`config.mk`:
```
export PLATFORM = sky130hd
export DESIGN_NAME = seq_shift_add_multiplier_flat
export DESIGN_NICKNAME = d
export VERILOG_FILES = /design/src/rtl/seq_shift_add_multiplier_pkg.sv /design/src/rtl/seq_shift_add_multiplier_if.sv /design/src/rtl/seq_shift_add_multiplier_dp.sv /design/src/rtl/seq_shift_add_multiplier.sv /design/src/flat_wrapper.sv
export SDC_FILE = /design/constraint.sdc
export NUM_CORES = 1
export LEC_CHECK = 0
export ABC_AREA = 1
export BUFFER_PORTS_ARGS = -buffer_cell sky130_fd_sc_hd__buf_2
export CORE_MARGIN = 2
export CORE_UTILIZATION = 50
export CTS_BUF_LIST = sky130_fd_sc_hd__clkbuf_8
export CTS_CLUSTER_DIAMETER = 100
export CTS_CLUSTER_SIZE = 30
export DETAILED_ROUTE_END_ITERATION = 8
export PLACE_DENSITY_LB_ADDON = 0.2
export SLEW_MARGIN = 10
export SYNTH_ARGS = -nofsm -noshare
export SYNTH_HDL_FRONTEND = slang
export SYNTH_SLANG_ARGS = --single-unit
```
`constraint.sdc`:
```
create_clock -name clk -period 4.4 [get_ports clk]
set_clock_uncertainty 0.05 [all_clocks]
set_input_delay 0.22 -clock clk [delete_from_list [all_inputs] [get_ports clk]]
set_output_delay 0.22 -clock clk [all_outputs]
set_load 0.02 [all_outputs]
```
`src/rtl/seq_shift_add_multiplier_pkg.sv`:
```
// Shared definitions for the sequential shift-add multiplier:
// controller state encoding, default operand width, product-width helper.
package mul_pkg;

  localparam int unsigned DEF_WIDTH = 8;

  typedef enum logic [1:0] {
    IDLE = 2'd0,
    BUSY = 2'd1,
    DONE = 2'd2
  } state_t;

  function automatic int unsigned prod_width(input int unsigned w);
    return 2 * w;
  endfunction

endpackage

```
`src/rtl/seq_shift_add_multiplier_if.sv`:
```
// Operand/product handshake bundle for seq_shift_add_multiplier.
// master = operand producer / product consumer, slave = the multiplier.
interface seq_shift_add_multiplier_if
  import mul_pkg::*;
#(
  parameter int unsigned WIDTH = DEF_WIDTH
);

  logic                         in_valid;
  logic                         in_ready;
  logic [WIDTH-1:0]             A;
  logic [WIDTH-1:0]             B;
  logic                         out_valid;
  logic                         out_ready;
  logic [prod_width(WIDTH)-1:0] P;

  modport master (
    output in_valid, A, B, out_ready,
    input  in_ready, out_valid, P
  );

  modport slave (
    input  in_valid, A, B, out_ready,
    output in_ready, out_valid, P
  );

endinterface

```
`src/rtl/seq_shift_add_multiplier_dp.sv`:
```
// Datapath of the shift-add multiplier: multiplicand/multiplier shift
// registers, accumulator and bit counter. Optional zero-detect early exit
// is built only when SEQ_MUL_EARLY_TERM_EN is defined.
module seq_mul_dp
  import mul_pkg::*;
#(
  parameter int unsigned WIDTH = DEF_WIDTH
) (
  input  logic                         clk,
  input  logic                         rst,
  input  logic                         i_load,
  input  logic                         i_step,
  input  logic [WIDTH-1:0]             i_a,
  input  logic [WIDTH-1:0]             i_b,
  output logic                         o_last,
  output logic [prod_width(WIDTH)-1:0] o_acc
);

  localparam int unsigned PW = prod_width(WIDTH);
  localparam int unsigned CW = $clog2(WIDTH + 1);

  logic [PW-1:0]    r_mcand;
  logic [WIDTH-1:0] r_mplier;
  logic [PW-1:0]    r_acc;
  logic [CW-1:0]    r_cnt;
  logic [PW-1:0]    w_acc_step;

  // Accumulator value after the current step (partial product added if mplier LSB set)
  always_comb begin
    w_acc_step = r_acc + (r_mplier[0] ? r_mcand : '0);
  end

  // Operand capture on load, one shift-add step per cycle while stepping
  always_ff @(posedge clk) begin
    if (rst) begin
      r_mcand  <= '0;
      r_mplier <= '0;
      r_acc    <= '0;
      r_cnt    <= '0;
    end else if (i_load) begin
      r_mcand  <= {{(PW-WIDTH){1'b0}}, i_a};
      r_mplier <= i_b;
      r_acc    <= '0;
      r_cnt    <= CW'(WIDTH);
    end else if (i_step) begin
      r_acc    <= w_acc_step;
      r_mcand  <= r_mcand << 1;
      r_mplier <= r_mplier >> 1;
      r_cnt    <= r_cnt - CW'(1);
    end
  end

  // o_acc is the post-step (final on o_last) value so the controller can
  // register P in the same cycle instead of waiting for r_acc to settle.
  always_comb begin
    o_acc = i_load ? '0 : w_acc_step;
`ifdef SEQ_MUL_EARLY_TERM_EN
    o_last = (i_load && (i_b == '0)) ||
             (i_step && ((r_cnt == CW'(1)) || (r_mplier[WIDTH-1:1] == '0)));
`else
    o_last = i_step && (r_cnt == CW'(1));
`endif
  end

endmodule

```
`src/rtl/seq_shift_add_multiplier.sv`:
```
// Sequential unsigned shift-add multiplier, valid/ready on operands and
// product. Controller FSM and handshake only; arithmetic in seq_mul_dp.
// Build option: SEQ_MUL_EARLY_TERM_EN enables zero-multiplier early exit.
module seq_shift_add_multiplier
  import mul_pkg::*;
#(
  parameter int unsigned WIDTH = DEF_WIDTH
) (
  input  logic                      clk,
  input  logic                      rst,
  seq_shift_add_multiplier_if.slave bus
);

  localparam int unsigned PW = prod_width(WIDTH);

  state_t        r_state;
  state_t        w_state_nxt;
  logic          w_load;
  logic          w_step;
  logic          w_last;
  logic [PW-1:0] w_acc;
  logic [PW-1:0] r_p;

  seq_mul_dp #(
    .WIDTH (WIDTH)
  ) u_dp (
    .clk    (clk),
    .rst    (rst),
    .i_load (w_load),
    .i_step (w_step),
    .i_a    (bus.A),
    .i_b    (bus.B),
    .o_last (w_last),
    .o_acc  (w_acc)
  );

  // Load/step strobes kept outside the next-state block to avoid a false loop through w_last
  assign w_load = (r_state == IDLE) && bus.in_valid;
  assign w_step = (r_state == BUSY);

  // State register
  always_ff @(posedge clk) begin
    if (rst) r_state <= IDLE;
    else     r_state <= w_state_nxt;
  end

  // Next-state decode
  always_comb begin
    w_state_nxt = r_state;
    case (r_state)
      IDLE:    if (w_load) w_state_nxt = w_last ? DONE : BUSY;
      BUSY:    if (w_last) w_state_nxt = DONE;
      DONE:    if (bus.out_ready) w_state_nxt = IDLE;
      default: w_state_nxt = IDLE;
    endcase
  end

  // Product register, written once per operation and held through DONE
  always_ff @(posedge clk) begin
    if (rst)                         r_p <= '0;
    else if ((w_load || w_step) && w_last) r_p <= w_acc;
  end

  assign bus.in_ready  = (r_state == IDLE);
  assign bus.out_valid = (r_state == DONE);
  assign bus.P         = r_p;

endmodule

```
`src/flat_wrapper.sv`:
```
// flat-port wrapper written by rule: the top's interface ports become plain ports
module seq_shift_add_multiplier_flat import mul_pkg::*;
#(
  parameter int unsigned WIDTH = DEF_WIDTH
)
  (clk, rst, bus_in_valid, bus_A, bus_B, bus_out_ready, bus_in_ready, bus_out_valid, bus_P);
  seq_shift_add_multiplier_if #(.WIDTH(WIDTH)) bus_i ();
  input  logic clk;
  input  logic rst;
  input wire logic [$bits(bus_i.in_valid)-1:0] bus_in_valid;
  input wire logic [$bits(bus_i.A)-1:0] bus_A;
  input wire logic [$bits(bus_i.B)-1:0] bus_B;
  input wire logic [$bits(bus_i.out_ready)-1:0] bus_out_ready;
  output wire logic [$bits(bus_i.in_ready)-1:0] bus_in_ready;
  output wire logic [$bits(bus_i.out_valid)-1:0] bus_out_valid;
  output wire logic [$bits(bus_i.P)-1:0] bus_P;
  assign bus_i.in_valid = bus_in_valid;
  assign bus_i.A = bus_A;
  assign bus_i.B = bus_B;
  assign bus_i.out_ready = bus_out_ready;
  assign bus_in_ready = bus_i.in_ready;
  assign bus_out_valid = bus_i.out_valid;
  assign bus_P = bus_i.P;
  seq_shift_add_multiplier #(.WIDTH(WIDTH)) u_core (.clk(clk), .rst(rst), .bus(bus_i));
endmodule
```
# Word-level counts from Yosys, hierarchy flattened
# Cells that the tools add are included.
dict set report op_classes {
  add_sub_neg 2
  n_lt_le_gt_ge 0
  n_eq_ne 6
  bitwise_logic 0
  div_mod_pow 0
  multipliers 0
  reduce_logical 8
  n_shift 0
  muxes 13
}
# cell n
set op_table {}
lappend op_table {{16-bit 2-to-1 mux} 2}
lappend op_table {{8-bit 2-to-1 mux} 4}
lappend op_table {{16-bit adder} 1}
lappend op_table {{2-bit 2-to-1 mux} 4}
lappend op_table {{4-bit 2-to-1 mux} 2}
lappend op_table {{2-bit case mux with 3 select lines} 1}
lappend op_table {{4-bit by 1-bit equality test with 1-bit output (second input constant)} 1}
lappend op_table {{2-bit by 1-bit != test with 1-bit output (second input constant)} 2}
lappend op_table {{4-bit by 1-bit subtractor with 4-bit output (second input constant)} 1}
lappend op_table {{1-bit logical AND} 3}
lappend op_table {{3-bit AND reduction} 1}
lappend op_table {{2-bit by 1-bit equality test with 1-bit output (second input constant)} 1}
lappend op_table {{2-bit equality test (second input constant)} 1}
lappend op_table {{2-bit logical NOT} 1}
lappend op_table {{2-bit != test (second input constant)} 1}
lappend op_table {{2-bit nonzero test} 1}
lappend op_table {{2-bit OR reduction} 1}
lappend op_table {{1-bit logical OR} 1}
dict set report word_totals {
  regBits 62
  n_memories 0
  mem_bits_rw 0
  latchBits 0
  in_bits 20
  wordCells 37
  output_inout_bits 18
  mem_bits_ro 0
}

# Depth between registers and ports, before layout
dict set report depth {
  depth_word 5
  ltp_mapped 16
  depth_no_buf 14
}

# Modules after synthesis
# From an unflattened synthesis, not the netlist that was laid out.
dict set report unflattened {
  hier_cells 559
  area_unflattened_um2 3682.3
}
# module area_each_um2 seq_area_each_um2 instances cells_each
set by_module_without_submodules {}
lappend by_module_without_submodules {seq_mul_dp 2836.5 880.8 1 439}
lappend by_module_without_submodules {seq_shift_add_multiplier 845.8 360.3 1 120}

# Worst setup path after synthesis
# No wires, ideal clock.
dict set report synth_timing {
  path_kind {reg2reg}
  from {reg u_core.u_dp.r_mplier[0]}
  to {reg u_core.u_dp.r_acc[6]}
  stages_incl_launch_ff 15
  synth_period_minus_slack_ns 2.220
  slack_ns 2.180
  required_time_ns 4.241
  setup_ns 0.109
  arrival_time_ns 2.061
  path_buffers 2
  cell_sequence {dfxtp_1 clkbuf_1 clkbuf_1 nand2_1 inv_1 ha_1 fa_1 nand2_1 nand2_1 nand3_1 nand2_1 or2_2 nand2_1 a21o_1 inv_1}
}
dict set report synth_between {
  elab_chain_len 2
}
# element line
set synth_rtl {}
lappend synth_rtl {{start, declared} seq_shift_add_multiplier_dp.sv:23} ;# logic [WIDTH-1:0] r_mplier;
lappend synth_rtl {{start signal, assigned} seq_shift_add_multiplier_dp.sv:42} ;# r_mplier <= i_b;
lappend synth_rtl {{start signal, assigned} seq_shift_add_multiplier_dp.sv:48} ;# r_mplier <= r_mplier >> 1;
lappend synth_rtl {{16-bit 2-to-1 mux} seq_shift_add_multiplier_dp.sv:30} ;# w_acc_step = r_acc + (r_mplier[0] ? r_mcand : '0);
lappend synth_rtl {{16-bit adder} seq_shift_add_multiplier_dp.sv:30}
lappend synth_rtl {{end signal, assigned} seq_shift_add_multiplier_dp.sv:46} ;# r_acc <= w_acc_step;
lappend synth_rtl {{end, declared} seq_shift_add_multiplier_dp.sv:24} ;# logic [PW-1:0] r_acc;
# No other way between the ends.
# A chain may end at the register's enable or synchronous reset.

# Final worst setup path
dict set report layout_timing {
  from {reg u_core.r_state[0]}
  to {reg u_core.r_p[7] (netlist: u_core.bus.P[7])}
}
dict set report layout_between {
  elab_chain_len 4
  word_cells_on_any_way 7
  cone_classes {eq/ne: 1; mux: 1; reduce/logical: 5}
}
# element line
set layout_rtl {}
lappend layout_rtl {{start, declared} seq_shift_add_multiplier.sv:16} ;# state_t r_state;
lappend layout_rtl {{start signal, assigned} seq_shift_add_multiplier.sv:44} ;# else r_state <= w_state_nxt;
lappend layout_rtl {{2-bit logical NOT} seq_shift_add_multiplier.sv:38} ;# assign w_load = (r_state == IDLE) && bus.in_valid;
lappend layout_rtl {{1-bit logical AND} seq_shift_add_multiplier.sv:38}
lappend layout_rtl {{1-bit logical OR} seq_shift_add_multiplier.sv:61} ;# else if ((w_load || w_step) && w_last) r_p <= w_acc;
lappend layout_rtl {{1-bit logical AND} seq_shift_add_multiplier.sv:61}
lappend layout_rtl {{end signal, assigned} seq_shift_add_multiplier.sv:61}
lappend layout_rtl {{end, declared} seq_shift_add_multiplier.sv:22} ;# logic [PW-1:0] r_p;
# Parallel ways exist; a longest one is shown, timed or not.

==> impl_metrics.env <==
export IMPL_critPathSlowestCell="nor2_8"
export IMPL_use_met3=0.04171
export IMPL_rr_worst_depth=7
export IMPL_cts_sinks=62
export IMPL_io_buffers=37
export IMPL_finalMaxSlewViolations=0
export IMPL_first_pass_iters=5
export IMPL_die_area_mm2=0.007621
export IMPL_postCtsHoldBufs=0
export IMPL_ir_worst_vdd_v=0.0001752
export IMPL_rsz0062_at_grt="false"
export IMPL_cts_tree="yes"
export IMPL_critPathCaptureType="register"
export IMPL_rows=30
export IMPL_grt_overflow=0
export IMPL_wl_um=7403
export IMPL_fin_tns_setup_ps=0
export IMPL_gp_congestion=0.9186
export IMPL_synth_seq_cells=62
export IMPL_cts_buffers=9
export IMPL_ios=38
export IMPL_crit_path_start_kind="register"
export IMPL_crit_required_ps=4540
export IMPL_worst_pin_slew_ps=721.0
export IMPL_post_cts_resized=0
export IMPL_worstHoldPathCells=3
export IMPL_grt_busiest_layer="met2"
export IMPL_final_cell_mix="196 x nand2_1, 81 x inv_1, 62 x dfxtp_1"
export IMPL_wl_per_cell_um=11.27
export IMPL_worstHoldPathType="in -> reg"
export IMPL_synthCells=543
export IMPL_syn_num_nets=581
export IMPL_fp_dieH_um=87.30
export IMPL_finalCriticalPeriod_ps=2437
export IMPL_cp_max_fo=53
export IMPL_start_util=0.5135
export IMPL_placed_area_mm2=0.003666
export IMPL_clock_fmax_mhz=410.3
export IMPL_yosys_cell_types_count=29
export IMPL_grt_usage=0.2079
export IMPL_post_route_period_util=0.5539
export IMPL_p_per_area_mw_per_mm2=311.0
export IMPL_grt_max_degree=54
export IMPL_worstPathCellList="inv_2 -> nor2_8 -> inv_2 -> nor2_4 -> inv_2 -> nand2_1 -> a21oi_1"
export IMPL_viasPerCell=4.881
export IMPL_hpwl_um=5350
export IMPL_max_slew_margin=0.5193
export IMPL_grt_antenna_before_repair=0
export IMPL_ant_nets=0
export IMPL_die_w_um=87.30
export IMPL_hold_violations=0
export IMPL_status="complete, no violations"
export IMPL_drc=0
export IMPL_path_common_cell="inv_2"
export IMPL_max_cap_violations=0
export IMPL_gr_usage_met1=0.2974
export IMPL_grt_pass1_wl_um=12520
export IMPL_layout_commonest_cell="nand2_1"
export IMPL_drt_iter0_drc=166
export IMPL_setup_viol=0
export IMPL_clk_pin_slew_ps=70
export IMPL_synth_seq_area_share=0.3577
export IMPL_core_mm2=0.006756
export IMPL_postSynthAreaPerCell_um2=6.390
export IMPL_post_cts_buffers=0
export IMPL_p_leak_nw=2.077
export IMPL_fin_cells=657
export IMPL_crit_type="reg -> reg"
export IMPL_diodes=0
export IMPL_arrival_ps=2580
export IMPL_cts_root_buffer="clkbuf_8"
export IMPL_fin_area_mm2=0.003831
export IMPL_numPlacedInstances=642
export IMPL_yosysWarnings=0
export IMPL_vias=3207
export IMPL_cts_htree_levels=3
export IMPL_cts_max_path_buffers=2
export IMPL_drive_above_1_share=0.1161
export IMPL_met2_usage=0.3010
export IMPL_nets=611
export IMPL_synth_area_mm2=0.003470
export IMPL_cpPeakStageDelay_ps=540
export IMPL_grt_pass1_vias=2733
export IMPL_clock_latency_ps=340
export IMPL_area_delta_synth_final_pct=10.42
-- critical path, delay by kind of cell, from the launching register on --
kind	cells	cell delay (ps)
DFF	1	380
buffers and inverters	3	600
AOI/OAI and AO/OA	1	70
and+or+nand+nor	3	1150
-- sequential cells by signal, indices dropped and copies added, names as in the netlist --
signal and cells:
u_core.bus.P 16, u_core.u_dp.r_mplier 8, u_core.u_dp.r_cnt 4, u_core.r_state 2, u_core.u_dp.r_acc 16, u_core.u_dp.r_mcand 16
-- power breakdown --
part,switching (mW),total (mW),leakage [nW],internal [mW]
clock,0.226,0.438,0.0931,0.212
combinational,0.0992,0.150,1.48,0.0505
sequential,0.0180,0.604,0.504,0.586
-- routing by layer --
metal | routed length, um | part of all wire
met1 | 3772 | 0.51
met2 | 3140 | 0.42
met3 | 429 | 0.058
met4 | 61 | 0.0082
met5 | 0 | 0
-- cell families after synthesis --
| kind of cell | count (synthesis) | synth area share |
|---|---|---|
| buffers and inverters | 103 | 0.1183 |
| DFF | 62 | 0.3577 |
| adders and majority gates | 18 | 0.06707 |
| and+or+nand+nor | 295 | 0.3512 |
| AOI/OAI and AO/OA | 60 | 0.09304 |
| xor gates and xnor gates | 5 | 0.01262 |
-- metrics by stage --
| step | utilization | setup slack, ps | hold WS [ps] | power (mW) |
|---|---|---|---|---|
| floorplan | - | 2180 | 318.3 | 0.7320 |
| global placement | 0.5426 | 1990 | 400.3 | 0.7644 |
| detailed placement | 0.5426 | 1922 | 404.8 | 0.7665 |
| CTS | 0.5670 | 1917 | 62.74 | 1.205 |
| global route | 0.5670 | 1696 | 85.43 | 1.249 |
| finish | 0.5670 | 1963 | 75.88 | 1.192 |
-- final cells by class --
cell class,count,area (um^2)
sequential,62,1241
fill,680,2925
inverter,85,321.6
clock inverter,5,27.53
clock buffer,10,137.6
tap,80,100.1
multi-input combinational,378,1818
timing repair buffer,37,185.2
-- synthesized netlist by cell type --
| library cell | n | area [um^2] |
|---|---|---|
| nor2_2 | 1 | 6.260 |
| buf_1 | 4 | 15.01 |
| nor2_4 | 3 | 33.78 |
| nor2_8 | 1 | 20.02 |
| or2_1 | 1 | 6.260 |
| nand2_4 | 1 | 11.26 |
| a21oi_1 | 35 | 175.2 |
| nor2_1 | 50 | 187.7 |
| inv_4 | 1 | 6.260 |
| a21o_1 | 2 | 15.01 |
| o21ai_0 | 7 | 35.03 |
| a31oi_1 | 14 | 87.58 |
| inv_2 | 4 | 15.01 |
| xor2_1 | 4 | 35.03 |
| inv_1 | 80 | 300.3 |
| or2_2 | 5 | 31.28 |
| o21ai_1 | 2 | 10.01 |
| nand4_1 | 1 | 6.260 |
| buf_4 | 3 | 22.52 |
| xnor2_1 | 1 | 8.760 |
| buf_6 | 1 | 11.26 |
| nor3_1 | 3 | 15.01 |
| nand2_1 | 196 | 735.7 |
| buf_2 | 2 | 10.01 |
| fa_1 | 1 | 20.02 |
| nand3_1 | 33 | 165.2 |
| ha_1 | 17 | 212.7 |
| dfxtp_1 | 62 | 1241 |
| clkbuf_1 | 8 | 30.03 |
-- final timing paths --
path / start / to / slack [ps]
worst max register to register: u_core.r_state[0] / u_core.bus.P[7] / 1960
worst max-delay path: u_core.r_state[0] / u_core.bus.P[7] / 1960
worst min-delay path: bus_A[0] / u_core.u_dp.r_mcand[0] / 80
worst min register to register: u_core.bus.P[3] / u_core.bus.P[3] / 410
Note: power is estimated with default switching activity, not from simulation.
